`config.mk`:
```
export PLATFORM = sky130hd
export DESIGN_NAME = com_rx_fifo
export DESIGN_NICKNAME = d
export VERILOG_FILES = /design/src/rtl/com_pkg.sv /design/src/rtl/sync_fifo.sv /design/src/rtl/com_rx_fifo.sv
export SDC_FILE = /design/constraint.sdc
export NUM_CORES = 1
export LEC_CHECK = 0
export BUFFER_PORTS_ARGS = -buffer_cell sky130_fd_sc_hd__buf_2
export CORE_MARGIN = 2
export CORE_UTILIZATION = 40
export CTS_CLUSTER_DIAMETER = 50
export DETAILED_ROUTE_END_ITERATION = 8
export HOLD_SLACK_MARGIN = 0.06
export MAX_ROUTING_LAYER = met4
export PLACE_DENSITY = 0.53
export SLEW_MARGIN = 30
export SYNTH_ARGS = -nofsm -noshare
export SYNTH_HDL_FRONTEND = slang
export SYNTH_SLANG_ARGS = --single-unit
```
`constraint.sdc`:
```
create_clock -name clk50M -period 4.3 [get_ports clk50M]
set_clock_uncertainty 0.05 [all_clocks]
set_input_delay 0.645 -clock clk50M [delete_from_list [all_inputs] [get_ports clk50M]]
set_output_delay 0.645 -clock clk50M [all_outputs]
set_load 0.02 [all_outputs]
```
`src/rtl/com_pkg.sv`:
```
// Shared widths and capture-state encoding for the COM receive path.
package com_pkg;

    localparam int COM_DATA_WIDTH    = 8;
    localparam int COM_RX_DEPTH_LOG2 = 4;

    typedef enum logic {
        IDLE     = 1'b0,
        WAIT_LOW = 1'b1
    } cap_state_t;

endpackage : com_pkg

```
`src/rtl/sync_fifo.sv`:
```
// Single-clock first-word fall-through FIFO with a registered head output.
module sync_fifo #(
    parameter int DEPTH_LOG2 = 4,
    parameter int DATA_WIDTH = 8
) (
    input  logic                  clk,
    input  logic                  srst,
    input  logic                  push,
    input  logic [DATA_WIDTH-1:0] push_data,
    input  logic                  pop,
    output logic                  full,
    output logic                  empty,
    output logic [DEPTH_LOG2:0]   count,
    output logic [DATA_WIDTH-1:0] rd_data,
    output logic                  rd_valid
);

    localparam int                   DEPTH      = 1 << DEPTH_LOG2;
    localparam logic [DEPTH_LOG2:0]  FULL_COUNT = DEPTH;
    localparam logic [DEPTH_LOG2:0]  CNT_ONE    = 1;
    localparam logic [DEPTH_LOG2-1:0] PTR_ONE   = 1;

    logic [DATA_WIDTH-1:0] mem [DEPTH];

    logic [DEPTH_LOG2-1:0] wr_ptr_reg, wr_ptr_next;
    logic [DEPTH_LOG2-1:0] rd_ptr_reg, rd_ptr_next;
    logic [DEPTH_LOG2:0]   count_reg, count_next;
    logic [DATA_WIDTH-1:0] rd_data_reg;
    logic                  rd_valid_reg;
    logic                  pop_accept;
    logic                  push_accept;
    logic                  bypass;

    always_comb begin
        empty       = (count_reg == '0);
        full        = (count_reg == FULL_COUNT);
        pop_accept  = pop && !empty;
        // A same-cycle pop frees the slot, so a push into a full FIFO still lands.
        push_accept = push && (!full || pop_accept);

        wr_ptr_next = wr_ptr_reg;
        rd_ptr_next = rd_ptr_reg;
        count_next  = count_reg;
        if (push_accept) begin
            wr_ptr_next = wr_ptr_reg + PTR_ONE;
        end
        if (pop_accept) begin
            rd_ptr_next = rd_ptr_reg + PTR_ONE;
        end
        case ({push_accept, pop_accept})
            2'b10:   count_next = count_reg + CNT_ONE;
            2'b01:   count_next = count_reg - CNT_ONE;
            default: count_next = count_reg;
        endcase

        // The new head is the byte being written this cycle; the array has not seen it yet.
        bypass = push_accept && (wr_ptr_reg == rd_ptr_next);
    end

    always_ff @(posedge clk) begin
        if (push_accept) begin
            mem[wr_ptr_reg] <= push_data;
        end
    end

    always_ff @(posedge clk) begin
        if (srst) begin
            wr_ptr_reg   <= '0;
            rd_ptr_reg   <= '0;
            count_reg    <= '0;
            rd_valid_reg <= 1'b0;
            rd_data_reg  <= '0;
        end else begin
            wr_ptr_reg   <= wr_ptr_next;
            rd_ptr_reg   <= rd_ptr_next;
            count_reg    <= count_next;
            rd_valid_reg <= (count_next != '0);
            // When the FIFO drains, the last head byte is left on rd_data.
            if (count_next != '0) begin
                rd_data_reg <= bypass ? push_data : mem[rd_ptr_next];
            end
        end
    end

    assign count    = count_reg;
    assign rd_data  = rd_data_reg;
    assign rd_valid = rd_valid_reg;

endmodule : sync_fifo

```
`src/rtl/com_rx_fifo.sv`:
```
// Receive buffer between serial_port and phy_mem_ctrl: capture handshake,
// rd_ack edge-triggered pops and a sticky overflow flag around sync_fifo.
module com_rx_fifo
    import com_pkg::*;
#(
    parameter int DEPTH_LOG2 = COM_RX_DEPTH_LOG2,
    parameter int DATA_WIDTH = COM_DATA_WIDTH
) (
    input  logic                  clk50M,
    input  logic                  rst,
    input  logic                  uart_req,
    input  logic [DATA_WIDTH-1:0] uart_data,
    output logic                  uart_ack,
    output logic                  rd_ready,
    output logic [DATA_WIDTH-1:0] rd_data,
    input  logic                  rd_ack,
    output logic [DEPTH_LOG2:0]   count,
    output logic                  overflow,
    input  logic                  overflow_clr
);

    cap_state_t state_reg;
    logic       uart_ack_reg;
    logic       rd_ack_prev_reg;
    logic       overflow_reg;

    logic push_req;
    logic pop_req;
    logic drop;
    logic fifo_full;
    logic fifo_empty;

    always_comb begin
        push_req = (state_reg == IDLE) && uart_req;
        pop_req  = rd_ack && !rd_ack_prev_reg && !fifo_empty;
        // Bytes are acked even when dropped so serial_port never stalls.
        drop     = push_req && fifo_full && !pop_req;
    end

    sync_fifo #(
        .DEPTH_LOG2 (DEPTH_LOG2),
        .DATA_WIDTH (DATA_WIDTH)
    ) u_fifo (
        .clk       (clk50M),
        .srst      (rst),
        .push      (push_req),
        .push_data (uart_data),
        .pop       (pop_req),
        .full      (fifo_full),
        .empty     (fifo_empty),
        .count     (count),
        .rd_data   (rd_data),
        .rd_valid  (rd_ready)
    );

    always_ff @(posedge clk50M) begin
        if (rst) begin
            state_reg    <= IDLE;
            uart_ack_reg <= 1'b0;
        end else begin
            case (state_reg)
                IDLE: begin
                    if (uart_req) begin
                        uart_ack_reg <= 1'b1;
                        state_reg    <= WAIT_LOW;
                    end else begin
                        uart_ack_reg <= 1'b0;
                    end
                end
                WAIT_LOW: begin
                    uart_ack_reg <= 1'b0;
                    if (!uart_req) begin
                        state_reg <= IDLE;
                    end
                end
                default: begin
                    uart_ack_reg <= 1'b0;
                    state_reg    <= IDLE;
                end
            endcase
        end
    end

    always_ff @(posedge clk50M) begin
        if (rst) begin
            rd_ack_prev_reg <= 1'b0;
            overflow_reg    <= 1'b0;
        end else begin
            rd_ack_prev_reg <= rd_ack;
            if (drop) begin
                overflow_reg <= 1'b1;
            end else if (overflow_clr) begin
                overflow_reg <= 1'b0;
            end
        end
    end

    assign uart_ack = uart_ack_reg;
    assign overflow = overflow_reg;

endmodule : com_rx_fifo

```
==> results of run 1 <==
==> stage by stage <==
step,util,power [mW],hold WS [ns]
after floorplan,-,3.31,0.493
after global placement,0.429,3.85,0.400
after detailed placement,0.429,3.88,0.398
after CTS,0.460,5.35,0.408
after global routing,0.460,5.61,0.432
final,0.460,5.33,0.416
==> where the power goes <==
group	internal, mW	switching [mW]	leakage [nW]	total (mW)
Sequential	1.69	0.0788	1.37	1.77
Clock	0.820	0.644	0.284	1.46
Combinational	0.796	1.30	1.16	2.10
Total	3.31	2.02	2.81	5.33
==> kinds of logic after synthesis <==
kind of cell	count (synthesis)	synth area share
xor gates and xnor gates	14	0.0178
and+or+nand+nor	144	0.0979
DFF	154	0.569
adders and majority gates	6	0.00979
AOI/OAI and AO/OA	168	0.175
muxes	64	0.0946
buffers and inverters	55	0.0356
==> metal layers <==
metal | up-vias | GRT usage | part of all wire
li1 | 2481 | - | -
met1 | 2741 | 0.303 | 0.47
met2 | 195 | 0.315 | 0.45
met3 | 30 | 0.0424 | 0.059
met4 | 0 | 0.0641 | 0.019
met5 | - | - | 0
==> area by class of cell <==
type	count	area, sq um	share of cell area
repair buffers	53	328	0.0380
inverters	7	26.3	0.00304
multi-input cells	396	3040	0.352
well taps	234	293	0.0339
flip-flops and latches	154	4370	0.506
clock inverters	15	156	0.0181
clock buffers	17	425	0.0493
==> placed cells by master (no fill, tap or decap), drive strengths merged, types with 17 or more instances in the layout <==
cell,netlist,layout
buf,22,53
o22ai,30,30
nor2,42,42
clkbuf,26,17
o221ai,35,35
dfxtp,26,26
mux2i,32,32
edfxtp,128,128
mux2,28,28
nand2,33,33
==> worst max path at each step <==
stage / startpoint / cells past startpoint / slack, ns / to
2_1_floorplan: u_fifo.count[1] / 16 / 0.66 / u_fifo.rd_data[5]
3_3_place_gp: rd_ack / 14 / 0.85 / u_fifo.rd_data[5]
3_5_place_dp: rd_ack / 14 / 0.73 / u_fifo.rd_data[5]
4_1_cts: u_fifo.count[1] / 12 / 0.73 / u_fifo.rd_data[5]
5_1_grt: u_fifo.count[1] / 12 / 0.36 / u_fifo.rd_data[5]
6_report: u_fifo.count[1] / 12 / 0.73 / u_fifo.rd_data[6]
==> worst max-delay path: stages (launching register included) <==
cell,delay [ns]
dfxtp_1,0.42
or4_4,0.69
o21ai_4,0.17
nor2_1,0.08
xor2_1,0.15
ha_1,0.26
nor4_1,0.33
nand4_1,0.15
a21oi_1,0.18
a21oi_1,0.10
a41oi_1,0.56
o21ai_0,0.20
o2bb2ai_1,0.16
==> flow_metrics.py, run 1 <==
metrics = {
    "setup_path": {
        "crit_reg_reg_startpoint": "u_fifo.count[1]",
        "crit_path_end_kind": "flop",
        "crit-reg2reg-capture": "u_fifo.rd_data[6]",
        "worst-endpoint-arrival_ns": 3.87,
        "critical_path_data_required_time_ns": 4.60,
        "worstSetupPathType": "flop to flop",
        "crit_fanout": 11,
        "reg2reg_setup_slack_ns": 0.73,
        "timing.reg2reg.worst_path_depth": 12,
        "critPathLaunchType": "flop",
    },
    "synth": {
        "synth_cell_types": 62,
        "synthesis.area_per_instance_sq_um": 12.7,
        "ys_top_cells_by_area": "edfxtp_1, dfxtp_1, mux2i_1",
        "synth_async_sr_flop_share": 0,
        "synth_top_area_cell": "edfxtp_1",
        "yosys_most_used_dff": "edfxtp_1",
        "synth-warning-count": 0,
        "synth_net_count": 624,
        "ys_ff_latch": 154,
        "ys_seq_area_frac": 0.569,
        "synth.cell_area_sq_um": 7670,
        "yosys.cell_count.top_type": "edfxtp_1",
        "netlist.area_leader.share": 0.501,
        "synth_edf_count": 128,
        "syn_inst": 605,
        "synth.cells.most_frequent": "edfxtp_1, nor2_1, o221ai_1",
    },
    "place": {
        "routabilityCongestion": 0.895,
        "dp.cells": 844,
        "port-buffer-count": 28,
        "place_ws_ns": 0.732,
        "detailedPlacementHpwl_um": 13100,
        "detailed_place.area_sq_um": 8050,
    },
    "clocking": {
        "clk_transition_reported_paths_ns": 0.07,
        "post_cts_resized": 0,
        "post_cts_buffers": 0,
        "cts_buffers": 17,
        "clock_sinks": 154,
        "clk_path_buf_depth": 2,
        "cts_hold_repair.buffers": 0,
        "root_buffer": "clkbuf_16",
        "number_of_h_tree_levels": 4,
        "tritoncts": "done",
        "worstSkewPairLatency_ns": 0.43,
    },
    "timing": {
        "grt_setup_unrepaired": "no",
        "timing.final.hold_violations": 0,
        "setup_viol": 0,
        "final_critical_path_setup_slack_ns": 0.734,
        "fmaxAchievable_mhz": 280,
        "tightest_slew_ns": 0.919,
        "final_min_period_over_clock_period": 0.829,
        "final-max-slew-violation-count": 0,
        "fin_crit_period_ns": 3.57,
        "timing.setup.tns_ns": 0,
        "timing.max_slew.rel_slack": 0.385,
    },
    "cells_and_area": {
        "drive_above_1_share": 0.209,
        "areaGrowthSynthToFinish_pct": 12.6,
        "antenna_cells": 0,
        "post-route-cell-area_sq_um": 8640,
        "stdcell_count": 876,
        "largest_reg_flops": 128,
        "n_fill_cell": 1674,
        "layout.nets": 648,
    },
    "die": {
        "die-width_um": 142,
        "die_h_um": 142,
        "fp.coreArea_sq_um": 18800,
        "io_pins": 29,
        "die_area_sq_um": 20300,
        "floorplan.initialDensity": 0.409,
        "num_rows": 50,
    },
    "detailed_routing": {
        "detailedRoute.firstPassIterationCount": 5,
        "num_vias": 5447,
        "routed_wire_length_per_instance_um": 23.3,
        "routed_via_density": 6.22,
        "detail_route.drc_violations": 0,
        "antenna_left": 0,
        "routed_wl_um": 20400,
        "drtIter0Drc": 524,
    },
    "power": {
        "static-leakage-power_nw": 2.81,
        "vdd_drop_max_uv": 281,
        "cellPowerDensity_nw_per_um2": 617,
    },
    "grt": {
        "grt_start_max_net_pins": 44,
        "grt_pass1_wl_um": 31500,
        "grtUsageTotal": 0.215,
        "initial_antenna_violation_count": 0,
        "grt_pass1_vias": 5305,
        "grt_remaining_overflow": 0,
    },
    "min_path": {
        "min_path_cells": 1,
        "worstHoldStart": "u_fifo.rd_data[2]",
        "timing.hold.worst_endpoint": "u_fifo.rd_data[2]",
        "min-delay-path-class": "flop to flop",
    },
    "run": {
        "max_cap_viol_count": 0,
    },
    "outcome": {
        "outcome": "completed",
    },
}
(Power assumes the default switching activity.)
==> run 2, diff against run 1 <==
--- a/config.mk
+++ b/config.mk
@@ -12,7 +12,7 @@
 export DETAILED_ROUTE_END_ITERATION = 8
 export HOLD_SLACK_MARGIN = 0.06
 export MAX_ROUTING_LAYER = met4
-export PLACE_DENSITY = 0.53
+export PLACE_DENSITY = 0.55
 export SLEW_MARGIN = 30
 export SYNTH_ARGS = -nofsm -noshare
 export SYNTH_HDL_FRONTEND = slang
==> constraint.sdc (replaced) <==
create_clock -name clk50M -period 3.2 [get_ports clk50M]
set_clock_uncertainty 0.05 [all_clocks]
set_input_delay 0.48 -clock clk50M [delete_from_list [all_inputs] [get_ports clk50M]]
set_output_delay 0.48 -clock clk50M [all_outputs]
set_load 0.02 [all_outputs]
==> flow_metrics.py, run 2 (synthesis results as in run 1) <==
metrics = {
    "outcome": {
        "outcome": "completed",
    },
    "die": {
        "fp.coreArea_sq_um": 18800,
        "die_area_sq_um": 20300,
        "num_rows": 50,
        "io_pins": 29,
        "die_h_um": 142,
        "floorplan.initialDensity": 0.409,
        "die-width_um": 142,
    },
    "min_path": {
        "min-delay-path-class": "input port to flop",
    },
    "setup_path": {
        "cp_common_cell": "nor2_4",
        "worst-endpoint-arrival_ns": 3.32,
        "critPathSlowestCell": "or4_4",
        "critical_path.cell_chain": "or4_4 > o21ai_4 > nor2_4 > xor2_1 > ha_2 > nor4_4 > a31oi_1 > a21oi_2 > nand4_1 > nor2_4 > o2bb2ai_1",
        "cp_num_buf_inv": 0,
        "worstSetupPathType": "flop to flop",
        "critPathLaunchType": "flop",
        "critical_path_data_required_time_ns": 3.50,
        "crit_path_end_kind": "flop",
        "critical_path_s_top_delay_family": "simple AND/OR/NAND/NOR gates",
        "critPathMaxStageDelay_ns": 0.61,
        "crit_fanout": 7,
    },
    "cells_and_area": {
        "post-route-cell-area_sq_um": 8990,
        "n_fill_cell": 1699,
        "layout.nets": 677,
        "areaGrowthSynthToFinish_pct": 17.3,
        "drive_above_1_share": 0.261,
        "layout.area.seq_sq_um": 4370,
        "most-common-layout-cells": "edfxtp_1, buf_4, nor2_1",
        "layout_commonest_cell": "edfxtp_1",
        "antenna_cells": 0,
        "multi_input_area_sq_um": 3130,
        "stdcell_count": 905,
        "largest_reg_flops": 128,
    },
    "timing": {
        "fmaxAchievable_mhz": 331,
        "timing.max_slew.rel_slack": 0.564,
        "setup_viol": 0,
        "final-max-slew-violation-count": 0,
        "timing.final.hold_violations": 0,
        "final_min_period_over_clock_period": 0.944,
        "tightest_slew_ns": 0.654,
        "fin_crit_period_ns": 3.02,
    },
    "clocking": {
        "clk_transition_reported_paths_ns": 0.06,
        "cts_hold_repair.buffers": 0,
        "tritoncts": "done",
        "clock_sinks": 154,
        "worstSkewPairLatency_ns": 0.42,
        "cts_buffers": 17,
        "clk_path_buf_depth": 2,
        "root_buffer": "clkbuf_16",
        "number_of_h_tree_levels": 4,
    },
    "grt": {
        "initial_antenna_violation_count": 0,
        "grt_pass1_vias": 5468,
        "grtUsageTotal": 0.212,
        "grt_remaining_overflow": 0,
        "grt_start_max_net_pins": 45,
        "grt_pass1_wl_um": 31200,
    },
    "run": {
        "max_cap_viol_count": 0,
    },
    "detailed_routing": {
        "drtIter0Drc": 461,
        "routed_via_density": 6.02,
        "routed_wire_length_per_instance_um": 22.3,
        "antenna_left": 0,
        "routed_wl_um": 20200,
        "detailedRoute.firstPassIterationCount": 5,
        "detail_route.drc_violations": 0,
        "num_vias": 5445,
    },
    "place": {
        "port-buffer-count": 28,
        "dp.cells": 869,
        "detailed_place.area_sq_um": 8330,
        "routabilityCongestion": 0.837,
        "detailedPlacementHpwl_um": 13400,
    },
    "power": {
        "internal_power_mw": 4.78,
        "static-leakage-power_nw": 2.98,
        "cellPowerDensity_nw_per_um2": 843,
        "vdd_drop_max_uv": 516,
        "switchingPower_mw": 2.80,
        "power.clock.fraction": 0.266,
        "switching_fraction_of_total_power": 0.370,
        "power.share.combinational": 0.423,
        "power.share.sequential": 0.311,
    },
}
run 2: path summary, 6_finish.rpt:
check / from / end / slack, ns / depth (start not counted)
max: u_fifo.count[2] / u_fifo.rd_data[6] / 0.18 / 11
max reg2reg: u_fifo.count[2] / u_fifo.rd_data[6] / 0.18 / 11
min reg2reg: u_fifo.rd_data[4] / u_fifo.rd_data[4] / 0.42 / 1
min: uart_req / state_reg / 0.26 / 2
run 2: final cells by class:
class	count	share of cell area
flip-flops and latches	154	0.486
multi-input cells	396	0.348
repair buffers	82	0.0648
clock buffers	18	0.0477
well taps	234	0.0326
clock inverters	14	0.0181
inverters	7	0.00292
run 2: per-layer routing:
layer | up-vias | GRT usage | wire [um]
li1 | 2544 | - | -
met1 | 2729 | 0.291 | 9430
met2 | 162 | 0.326 | 9500
met3 | 10 | 0.0495 | 1160
met4 | 0 | 0.0396 | 142
met5 | - | - | 0
run 2: through the flow:
step / utilization / TNS (ns) / power (mW) / worst slack [ns] / hold slack [ns]
floorplan: - / -0.767 / 4.53 / -0.108 / 0.493
CTS: 0.475 / 0 / 7.49 / 0.0671 / 0.246
global placement: 0.444 / 0 / 5.43 / 0.180 / 0.400
detailed placement: 0.444 / 0 / 5.48 / 0.0884 / 0.402
finish: 0.479 / 0 / 7.58 / 0.178 / 0.258
global route: 0.479 / -0.00481 / 7.96 / -0.00481 / 0.264
run 2: what timing repair did:
| item | CTS | global route |
|---|---|---|
| endpoints found under the setup margin | 0 | 8 |
| resized for setup | 0 | 9 |
| buffers inserted | 0 | 4 |
run 2: power groups by stage:
stage                     combinational (mW)  clock, mW  sequential [mW]
final                                   3.21       2.02             2.36
after global routing                    3.45       2.14             2.37
after CTS                               3.09       2.05             2.35
after detailed placement                3.08          0             2.40
after global placement                  3.04          0             2.39
after floorplan                         2.08          0             2.45
